[config.mk]
export PLATFORM = sky130hd
export DESIGN_NAME = axi_user_arbiter_flat
export DESIGN_NICKNAME = d
export VERILOG_FILES = /design/src/rtl/axi_user_pkg.sv /design/src/rtl/axi_user_arbiter_if.sv /design/src/rtl/axi_req_slot.sv /design/src/rtl/axi_user_arbiter.sv /design/src/flat_wrapper.sv
export SDC_FILE = /design/constraint.sdc
export NUM_CORES = 1
export LEC_CHECK = 0
export BUFFER_PORTS_ARGS = -buffer_cell sky130_fd_sc_hd__buf_2
export CORE_MARGIN = 2
export CORE_UTILIZATION = 30
export DETAILED_ROUTE_END_ITERATION = 8
export GPL_TIMING_DRIVEN = 0
export PLACE_DENSITY = 0.66
export SLEW_MARGIN = 20
export SYNTH_ARGS = -nofsm -noshare
export SYNTH_HDL_FRONTEND = slang
export SYNTH_HIERARCHICAL = 1
export SYNTH_SLANG_ARGS = --single-unit
[constraint.sdc]
create_clock -name clk -period 4.45 [get_ports clk]
set_clock_uncertainty 0.2 [all_clocks]
set_input_delay 0.89 -clock clk [delete_from_list [all_inputs] [get_ports clk]]
set_output_delay 0.89 -clock clk [all_outputs]
set_load 0.05 [all_outputs]
[src/rtl/axi_user_pkg.sv]
// Shared types and defaults for the AXI user-interface arbiter between
// the I-cache (port 0) and D-cache (port 1) engines.
package axi_user_pkg;

   typedef enum logic [1:0] {
      ST_IDLE  = 2'd0,
      ST_ISSUE = 2'd1,
      ST_XFER  = 2'd2
   } arb_state_e;

   localparam logic PORT_I = 1'b0;
   localparam logic PORT_D = 1'b1;

   localparam int ADDR_W_DEF = 32;
   localparam int DATA_W_DEF = 32;
   localparam int LEN_W_DEF  = 8;

   // With both ports pending, round-robin takes the port that did not go last;
   // fixed priority always favours the D-cache.
   function automatic logic pick_winner(input logic pend0, input logic pend1,
                                        input logic rr_en, input logic last);
      logic win;
      if (pend0 && pend1) begin
         win = rr_en ? ~last : PORT_D;
      end else if (pend1) begin
         win = PORT_D;
      end else begin
         win = PORT_I;
      end
      return win;
   endfunction

endpackage

[src/rtl/axi_user_arbiter_if.sv]
// One AXI user-interface link; the requester side drives start/request/write
// fields, the responder side drives handshakes, read data, done and busy.
interface axi_user_arbiter_if
   import axi_user_pkg::*;
#(
   parameter int ADDR_W = ADDR_W_DEF,
   parameter int DATA_W = DATA_W_DEF,
   parameter int LEN_W  = LEN_W_DEF
) ();

   logic              start;
   logic              rw;
   logic [ADDR_W-1:0] addr;
   logic [LEN_W-1:0]  len;
   logic [DATA_W-1:0] wdata;
   logic              wvalid;
   logic              wready;
   logic [DATA_W-1:0] rdata;
   logic              rvalid;
   logic              done;
   logic              busy;

   modport master (
      output start, rw, addr, len, wdata, wvalid,
      input  wready, rdata, rvalid, done, busy
   );

   modport slave (
      input  start, rw, addr, len, wdata, wvalid,
      output wready, rdata, rvalid, done, busy
   );

endinterface

[src/rtl/axi_req_slot.sv]
// Per-port request holder: captures a start pulse and its fields while idle,
// holds them until the owning transfer completes.
module axi_req_slot
   import axi_user_pkg::*;
#(
   parameter int ADDR_W = ADDR_W_DEF,
   parameter int LEN_W  = LEN_W_DEF
) (
   input  logic              clk,
   input  logic              resetn,
   input  logic              start,
   input  logic              rw,
   input  logic [ADDR_W-1:0] addr,
   input  logic [LEN_W-1:0]  len,
   input  logic              clr,
   output logic              pend,
   output logic              rw_q,
   output logic [ADDR_W-1:0] addr_q,
   output logic [LEN_W-1:0]  len_q
);

   logic              pend_r;
   logic              rw_r;
   logic [ADDR_W-1:0] addr_r;
   logic [LEN_W-1:0]  len_r;

   // Pending flag and latched request; a start while already pending is dropped.
   always_ff @(posedge clk or negedge resetn) begin
      if (!resetn) begin
         pend_r <= 1'b0;
         rw_r   <= 1'b0;
         addr_r <= {ADDR_W{1'b0}};
         len_r  <= {LEN_W{1'b0}};
      end else if (clr) begin
         pend_r <= 1'b0;
      end else if (start && !pend_r) begin
         pend_r <= 1'b1;
         rw_r   <= rw;
         addr_r <= addr;
         len_r  <= len;
      end else begin
         pend_r <= pend_r;
      end
   end

   assign pend   = pend_r;
   assign rw_q   = rw_r;
   assign addr_q = addr_r;
   assign len_q  = len_r;

endmodule

[src/rtl/axi_user_arbiter.sv]
// Arbitrates the single downstream AXI user interface between the I-cache
// (s0) and D-cache (s1), replaying the winner's request and routing its beats.
module axi_user_arbiter
   import axi_user_pkg::*;
#(
   parameter bit RR_EN  = 1'b1,
   parameter int ADDR_W = ADDR_W_DEF,
   parameter int DATA_W = DATA_W_DEF,
   parameter int LEN_W  = LEN_W_DEF
) (
   input  logic               clk,
   input  logic               resetn,
   axi_user_arbiter_if.slave  s0,
   axi_user_arbiter_if.slave  s1,
   axi_user_arbiter_if.master m
);

   arb_state_e state_r, state_s;
   logic       owner_r, owner_s;
   logic       last_r, last_s;

   logic              pend0_s, pend1_s;
   logic              rw0_s, rw1_s;
   logic [ADDR_W-1:0] addr0_s, addr1_s;
   logic [LEN_W-1:0]  len0_s, len1_s;
   logic              fin_s, clr0_s, clr1_s;

   logic              m_start_s, m_rw_s, m_wvalid_s;
   logic [ADDR_W-1:0] m_addr_s;
   logic [LEN_W-1:0]  m_len_s;
   logic [DATA_W-1:0] m_wdata_s;
   logic              s0_wready_s, s0_rvalid_s, s0_done_s;
   logic              s1_wready_s, s1_rvalid_s, s1_done_s;

   // Downstream completion only counts while a transfer is in flight.
   assign fin_s  = (state_r == ST_XFER) && m.done;
   assign clr0_s = fin_s && (owner_r == PORT_I);
   assign clr1_s = fin_s && (owner_r == PORT_D);

   axi_req_slot #(.ADDR_W(ADDR_W), .LEN_W(LEN_W)) u_slot0 (
      .clk(clk), .resetn(resetn),
      .start(s0.start), .rw(s0.rw), .addr(s0.addr), .len(s0.len), .clr(clr0_s),
      .pend(pend0_s), .rw_q(rw0_s), .addr_q(addr0_s), .len_q(len0_s)
   );

   axi_req_slot #(.ADDR_W(ADDR_W), .LEN_W(LEN_W)) u_slot1 (
      .clk(clk), .resetn(resetn),
      .start(s1.start), .rw(s1.rw), .addr(s1.addr), .len(s1.len), .clr(clr1_s),
      .pend(pend1_s), .rw_q(rw1_s), .addr_q(addr1_s), .len_q(len1_s)
   );

   // Arbiter state, current owner and last-served port.
   always_ff @(posedge clk or negedge resetn) begin
      if (!resetn) begin
         state_r <= ST_IDLE;
         owner_r <= PORT_I;
         last_r  <= PORT_I;
      end else begin
         state_r <= state_s;
         owner_r <= owner_s;
         last_r  <= last_s;
      end
   end

   // Next-state: grant only when the downstream master is free.
   always_comb begin
      state_s = state_r;
      owner_s = owner_r;
      last_s  = last_r;
      case (state_r)
         ST_IDLE: begin
            if ((pend0_s || pend1_s) && !m.busy) begin
               owner_s = pick_winner(pend0_s, pend1_s, RR_EN, last_r);
               state_s = ST_ISSUE;
            end else begin
               state_s = ST_IDLE;
            end
         end
         ST_ISSUE: begin
            state_s = ST_XFER;
         end
         ST_XFER: begin
            if (m.done) begin
               last_s  = owner_r;
               state_s = ST_IDLE;
            end else begin
               state_s = ST_XFER;
            end
         end
         default: begin
            state_s = ST_IDLE;
         end
      endcase
   end

   // Request replay and per-owner routing; the non-owner sees no handshakes.
   always_comb begin
      m_start_s   = 1'b0;
      m_rw_s      = 1'b0;
      m_addr_s    = {ADDR_W{1'b0}};
      m_len_s     = {LEN_W{1'b0}};
      m_wdata_s   = {DATA_W{1'b0}};
      m_wvalid_s  = 1'b0;
      s0_wready_s = 1'b0;
      s0_rvalid_s = 1'b0;
      s0_done_s   = 1'b0;
      s1_wready_s = 1'b0;
      s1_rvalid_s = 1'b0;
      s1_done_s   = 1'b0;
      if (state_r == ST_IDLE) begin
         m_start_s = 1'b0;
      end else begin
         m_start_s = (state_r == ST_ISSUE);
         m_rw_s    = (owner_r == PORT_D) ? rw1_s   : rw0_s;
         m_addr_s  = (owner_r == PORT_D) ? addr1_s : addr0_s;
         m_len_s   = (owner_r == PORT_D) ? len1_s  : len0_s;
      end
      if (state_r == ST_XFER) begin
         m_wdata_s  = (owner_r == PORT_D) ? s1.wdata  : s0.wdata;
         m_wvalid_s = (owner_r == PORT_D) ? s1.wvalid : s0.wvalid;
         if (owner_r == PORT_D) begin
            s1_wready_s = m.wready;
            s1_rvalid_s = m.rvalid;
            s1_done_s   = m.done;
         end else begin
            s0_wready_s = m.wready;
            s0_rvalid_s = m.rvalid;
            s0_done_s   = m.done;
         end
      end else begin
         m_wvalid_s = 1'b0;
      end
   end

   assign m.start  = m_start_s;
   assign m.rw     = m_rw_s;
   assign m.addr   = m_addr_s;
   assign m.len    = m_len_s;
   assign m.wdata  = m_wdata_s;
   assign m.wvalid = m_wvalid_s;

   assign s0.wready = s0_wready_s;
   assign s0.rvalid = s0_rvalid_s;
   assign s0.done   = s0_done_s;
   assign s0.busy   = pend0_s;
   assign s0.rdata  = m.rdata;

   assign s1.wready = s1_wready_s;
   assign s1.rvalid = s1_rvalid_s;
   assign s1.done   = s1_done_s;
   assign s1.busy   = pend1_s;
   assign s1.rdata  = m.rdata;

endmodule

[src/flat_wrapper.sv]
// flat-port wrapper written by rule: the top's interface ports become plain ports
module axi_user_arbiter_flat import axi_user_pkg::*;
#(
   parameter bit RR_EN  = 1'b1,
   parameter int ADDR_W = ADDR_W_DEF,
   parameter int DATA_W = DATA_W_DEF,
   parameter int LEN_W  = LEN_W_DEF
)
  (clk, resetn, s0_start, s0_rw, s0_addr, s0_len, s0_wdata, s0_wvalid, s0_wready, s0_rdata, s0_rvalid, s0_done, s0_busy, s1_start, s1_rw, s1_addr, s1_len, s1_wdata, s1_wvalid, s1_wready, s1_rdata, s1_rvalid, s1_done, s1_busy, m_start, m_rw, m_addr, m_len, m_wdata, m_wvalid, m_wready, m_rdata, m_rvalid, m_done, m_busy);
  axi_user_arbiter_if #(.ADDR_W(ADDR_W), .DATA_W(DATA_W), .LEN_W(LEN_W)) s0_i ();
  axi_user_arbiter_if #(.ADDR_W(ADDR_W), .DATA_W(DATA_W), .LEN_W(LEN_W)) s1_i ();
  axi_user_arbiter_if #(.ADDR_W(ADDR_W), .DATA_W(DATA_W), .LEN_W(LEN_W)) m_i ();
  input  logic clk;
  input  logic resetn;
  input wire logic [$bits(s0_i.start)-1:0] s0_start;
  input wire logic [$bits(s0_i.rw)-1:0] s0_rw;
  input wire logic [$bits(s0_i.addr)-1:0] s0_addr;
  input wire logic [$bits(s0_i.len)-1:0] s0_len;
  input wire logic [$bits(s0_i.wdata)-1:0] s0_wdata;
  input wire logic [$bits(s0_i.wvalid)-1:0] s0_wvalid;
  output wire logic [$bits(s0_i.wready)-1:0] s0_wready;
  output wire logic [$bits(s0_i.rdata)-1:0] s0_rdata;
  output wire logic [$bits(s0_i.rvalid)-1:0] s0_rvalid;
  output wire logic [$bits(s0_i.done)-1:0] s0_done;
  output wire logic [$bits(s0_i.busy)-1:0] s0_busy;
  input wire logic [$bits(s1_i.start)-1:0] s1_start;
  input wire logic [$bits(s1_i.rw)-1:0] s1_rw;
  input wire logic [$bits(s1_i.addr)-1:0] s1_addr;
  input wire logic [$bits(s1_i.len)-1:0] s1_len;
  input wire logic [$bits(s1_i.wdata)-1:0] s1_wdata;
  input wire logic [$bits(s1_i.wvalid)-1:0] s1_wvalid;
  output wire logic [$bits(s1_i.wready)-1:0] s1_wready;
  output wire logic [$bits(s1_i.rdata)-1:0] s1_rdata;
  output wire logic [$bits(s1_i.rvalid)-1:0] s1_rvalid;
  output wire logic [$bits(s1_i.done)-1:0] s1_done;
  output wire logic [$bits(s1_i.busy)-1:0] s1_busy;
  output wire logic [$bits(m_i.start)-1:0] m_start;
  output wire logic [$bits(m_i.rw)-1:0] m_rw;
  output wire logic [$bits(m_i.addr)-1:0] m_addr;
  output wire logic [$bits(m_i.len)-1:0] m_len;
  output wire logic [$bits(m_i.wdata)-1:0] m_wdata;
  output wire logic [$bits(m_i.wvalid)-1:0] m_wvalid;
  input wire logic [$bits(m_i.wready)-1:0] m_wready;
  input wire logic [$bits(m_i.rdata)-1:0] m_rdata;
  input wire logic [$bits(m_i.rvalid)-1:0] m_rvalid;
  input wire logic [$bits(m_i.done)-1:0] m_done;
  input wire logic [$bits(m_i.busy)-1:0] m_busy;
  assign s0_i.start = s0_start;
  assign s0_i.rw = s0_rw;
  assign s0_i.addr = s0_addr;
  assign s0_i.len = s0_len;
  assign s0_i.wdata = s0_wdata;
  assign s0_i.wvalid = s0_wvalid;
  assign s0_wready = s0_i.wready;
  assign s0_rdata = s0_i.rdata;
  assign s0_rvalid = s0_i.rvalid;
  assign s0_done = s0_i.done;
  assign s0_busy = s0_i.busy;
  assign s1_i.start = s1_start;
  assign s1_i.rw = s1_rw;
  assign s1_i.addr = s1_addr;
  assign s1_i.len = s1_len;
  assign s1_i.wdata = s1_wdata;
  assign s1_i.wvalid = s1_wvalid;
  assign s1_wready = s1_i.wready;
  assign s1_rdata = s1_i.rdata;
  assign s1_rvalid = s1_i.rvalid;
  assign s1_done = s1_i.done;
  assign s1_busy = s1_i.busy;
  assign m_start = m_i.start;
  assign m_rw = m_i.rw;
  assign m_addr = m_i.addr;
  assign m_len = m_i.len;
  assign m_wdata = m_i.wdata;
  assign m_wvalid = m_i.wvalid;
  assign m_i.wready = m_wready;
  assign m_i.rdata = m_rdata;
  assign m_i.rvalid = m_rvalid;
  assign m_i.done = m_done;
  assign m_i.busy = m_busy;
  axi_user_arbiter #(.RR_EN(RR_EN), .ADDR_W(ADDR_W), .DATA_W(DATA_W), .LEN_W(LEN_W)) u_core (.clk(clk), .resetn(resetn), .s0(s0_i), .s1(s1_i), .m(m_i));
endmodule
==> results_dict.tcl <==
set metrics [dict create \
    status "complete, no violations" \
    post-route-min-period_ns 3.24 \
    endpoint_kind "primary output" \
    p_leak_uw 0.00377 \
    crit_type "register to primary output" \
    synth_top_area_share_pct 45.0 \
    area_growth_pct 43.8 \
    synth_area_leaders "dfrtp_1, mux2_2, buf_4" \
    ant_nets 0 \
    cts.sinks 88 \
    peakVddDrop_mv 0.367 \
    grt.total_usage_pct 18.9 \
    wl_per_cell_um 17.7 \
    ff2ff_setup_slack_ns 1.87 \
    cp.arrival_ns 2.15 \
    synth_top_cell_by_area "dfrtp_1" \
    yosysMostFrequentCell "dfrtp_1" \
    hp-class "input pin to asynchronous set/reset pin" \
    worst_pin_slew_ns 0.552 \
    cts_tree "yes" \
    clockBufferDepth 2 \
    cts_resized 0 \
    clock.fmax_mhz 309 \
    dieArea_sq_um 17400 \
    crit_required_ns 3.36 \
    ys_seq_area_share_pct 45.0 \
    path_max_fanout 10 \
    cp_num_buf_inv 2 \
    ios 335 \
    grt_pass1_wl_mm 25.1 \
    crit_top_cell "nor2_1" \
    htree_levels 3 \
    vias 4158 \
    netlist_area_sq_um 4900 \
    synth_cell_types 22 \
    yosys_warnings 6 \
    clock_latency_ns 0.33 \
    place_area_sq_um 6710 \
    fin_tns_setup_ns 0 \
    power_density_nw_per_um2 785 \
    synth_nets 588 \
    postSynthAreaPerCell_sq_um 12.2 \
    finish.net_count 902 \
    core_area_sq_um 15900 \
    crit_chain "nor2_1 > clkbuf_1 > nor2_1 > buf_2" \
    period_share_pct 72.8 \
    via_per_inst 4.44 \
    dp_hpwl_mm 13.6 \
    synth_common_cells "dfrtp_1, mux2_2, buf_4" \
    startpoint_type "register" \
    drive_gt1_share_pct 69.7 \
    drv_cap 0 \
    cp_slowest_cell "clkbuf_1" \
    cpPeakStageDelay_ns 0.50 \
    setup_viol 0 \
    drc 0 \
    drtPass1Iterations 4 \
    numPortBuffers 302 \
    post_cts_buffers 0 \
    placementRows 46 \
    path_delay_family "buffers and inverters" \
    grt_max_degree 49 \
    syn_inst 400 \
    grt_pass1_vias 4296 \
    slew_headroom_pct 63.1 \
    die_x_um 132 \
    ctsHoldBuffers 0 \
    cts-buffers-inserted 9 \
    antenna_found_initial 0 \
    clk_pin_slew_ns 0.07 \
    yosys_most_used_dff "dfrtp_1" \
    fillers 1584 \
    async_reset_ff_share_pct 100 \
    maxSlewViolCount 0 \
    start_util_pct 30.7 \
    final_cell_area_sq_um 7040 \
    wirelength_mm 16.6 \
    grt-ovfl-total 0 \
    drt_iter0_markers 104 \
    chipHeight_um 132 \
    rsz0062_at_grt "false" \
    synth_edf_count 0 \
    gp_congestion 0.845 \
    synth-seq-cells 88 \
    timing_hold_violations_final 0 \
    root_buffer "clkbuf_16" \
]
where the power goes:
group,internal (uW),switching [uW]
sequential,1200,206
clock,506,303
combinational,1080,2230
registers in the layout, indices dropped and copies added (netlist names):
signal,flops
u_core/u_slot0/addr_q,32
u_core/u_slot1/addr_q,32
u_core/u_slot0/len_q,8
u_core/u_slot1/len_q,8
u_core/state_r,2
u_core/last_r,1
u_core/owner_r,1
u_core/u_slot0/pend,1
u_core/u_slot0/rw_q,1
u_core/u_slot1/pend,1
u_core/u_slot1/rw_q,1
final cells by class:
| class | count | area (sq um) | area share, % |
|---|---|---|---|
| Multi-Input combinational cell | 224 | 2010 | 28.6 |
| Clock inverter | 5 | 80.1 | 1.14 |
| Buffer | 88 | 683 | 9.70 |
| Antenna cell | 2 | 5.00 | 0.0711 |
| Tap cell | 216 | 270 | 3.84 |
| Sequential cell | 88 | 2200 | 31.3 |
| Clock buffer | 11 | 243 | 3.45 |
| Timing Repair Buffer | 303 | 1550 | 22.0 |
metrics by stage:
stage / hold slack [ns] / utilization (%) / worst slack [ns] / instances / power, uW
2_1_floorplan: 0.257 / - / 1.85 / 400 / 3950
3_3_place_gp: 0.267 / 41.9 / 1.45 / 918 / 4730
3_5_place_dp: 0.274 / 42.1 / 1.50 / 919 / 4770
4_1_cts: 0.268 / 44.1 / 1.12 / 935 / 5600
5_1_grt: 0.277 / 44.1 / 0.998 / 935 / 5840
6_report: 0.259 / 44.2 / 1.21 / 937 / 5520
worst paths after layout:
kind / from / end / cells past startpoint
max in group asynchronous: resetn / u_core/u_slot1/addr_q[26] / 2
max reg2reg: u_core/owner_r / u_core/u_slot1/addr_q[18] / 8
min reg2reg: u_core/u_slot0/addr_q[31] / u_core/u_slot0/addr_q[31] / 1
max: u_core/state_r[0] / m_addr[22] / 4
min in group clk: u_core/u_slot0/addr_q[31] / u_core/u_slot0/addr_q[31] / 1
min: resetn / u_core/u_slot1/len_q[4] / 1
cells in the final DEF (no fill, tap or decap), types with 2 or more instances in the layout:
cell type	n
mux2i_1	41
and2_1	8
bufinv_16	2
buf_2	307
nor3b_4	3
mux2_2	76
mux2_1	6
dfrtp_1	88
a22o_2	17
clkinvlp_4	2
diode_2	2
clkbuf_1	5
buf_4	64
clkbuf_16	9
a22o_1	18
buf_6	15
nor2_1	46
logic make-up (layout without fill, tap and decap cells):
| logic type | after synthesis | count (layout) | share of synthesized area [%] |
|---|---|---|---|
| flops | 88 | 88 | 45.0 |
| mux | 123 | 123 | 27.2 |
| compound gates | 37 | 37 | 7.00 |
| simple gates | 64 | 64 | 6.82 |
| other cells | 0 | 2 | 0 |
| buf+inv | 88 | 407 | 14.0 |
per-layer routing:
metal | track usage (%) | vias to the layer above | routed length (um)
met4 | 5.56 | 0 | 263
met2 | 35.2 | 180 | 8910
met5 | 0 | - | 0
li1 | - | 1966 | -
met3 | 6.11 | 17 | 1330
met1 | 20.4 | 1995 | 6060
worst register-to-register path: stages (launching register included):
cell and delay (ns):
dfrtp_1 0.35, buf_2 0.20, and3b_2 0.24, buf_6 0.14, buf_6 0.14, and2_1 0.19
nor3b_4 0.42, buf_6 0.23, mux2_2 0.35
(Power assumes the default switching activity.)
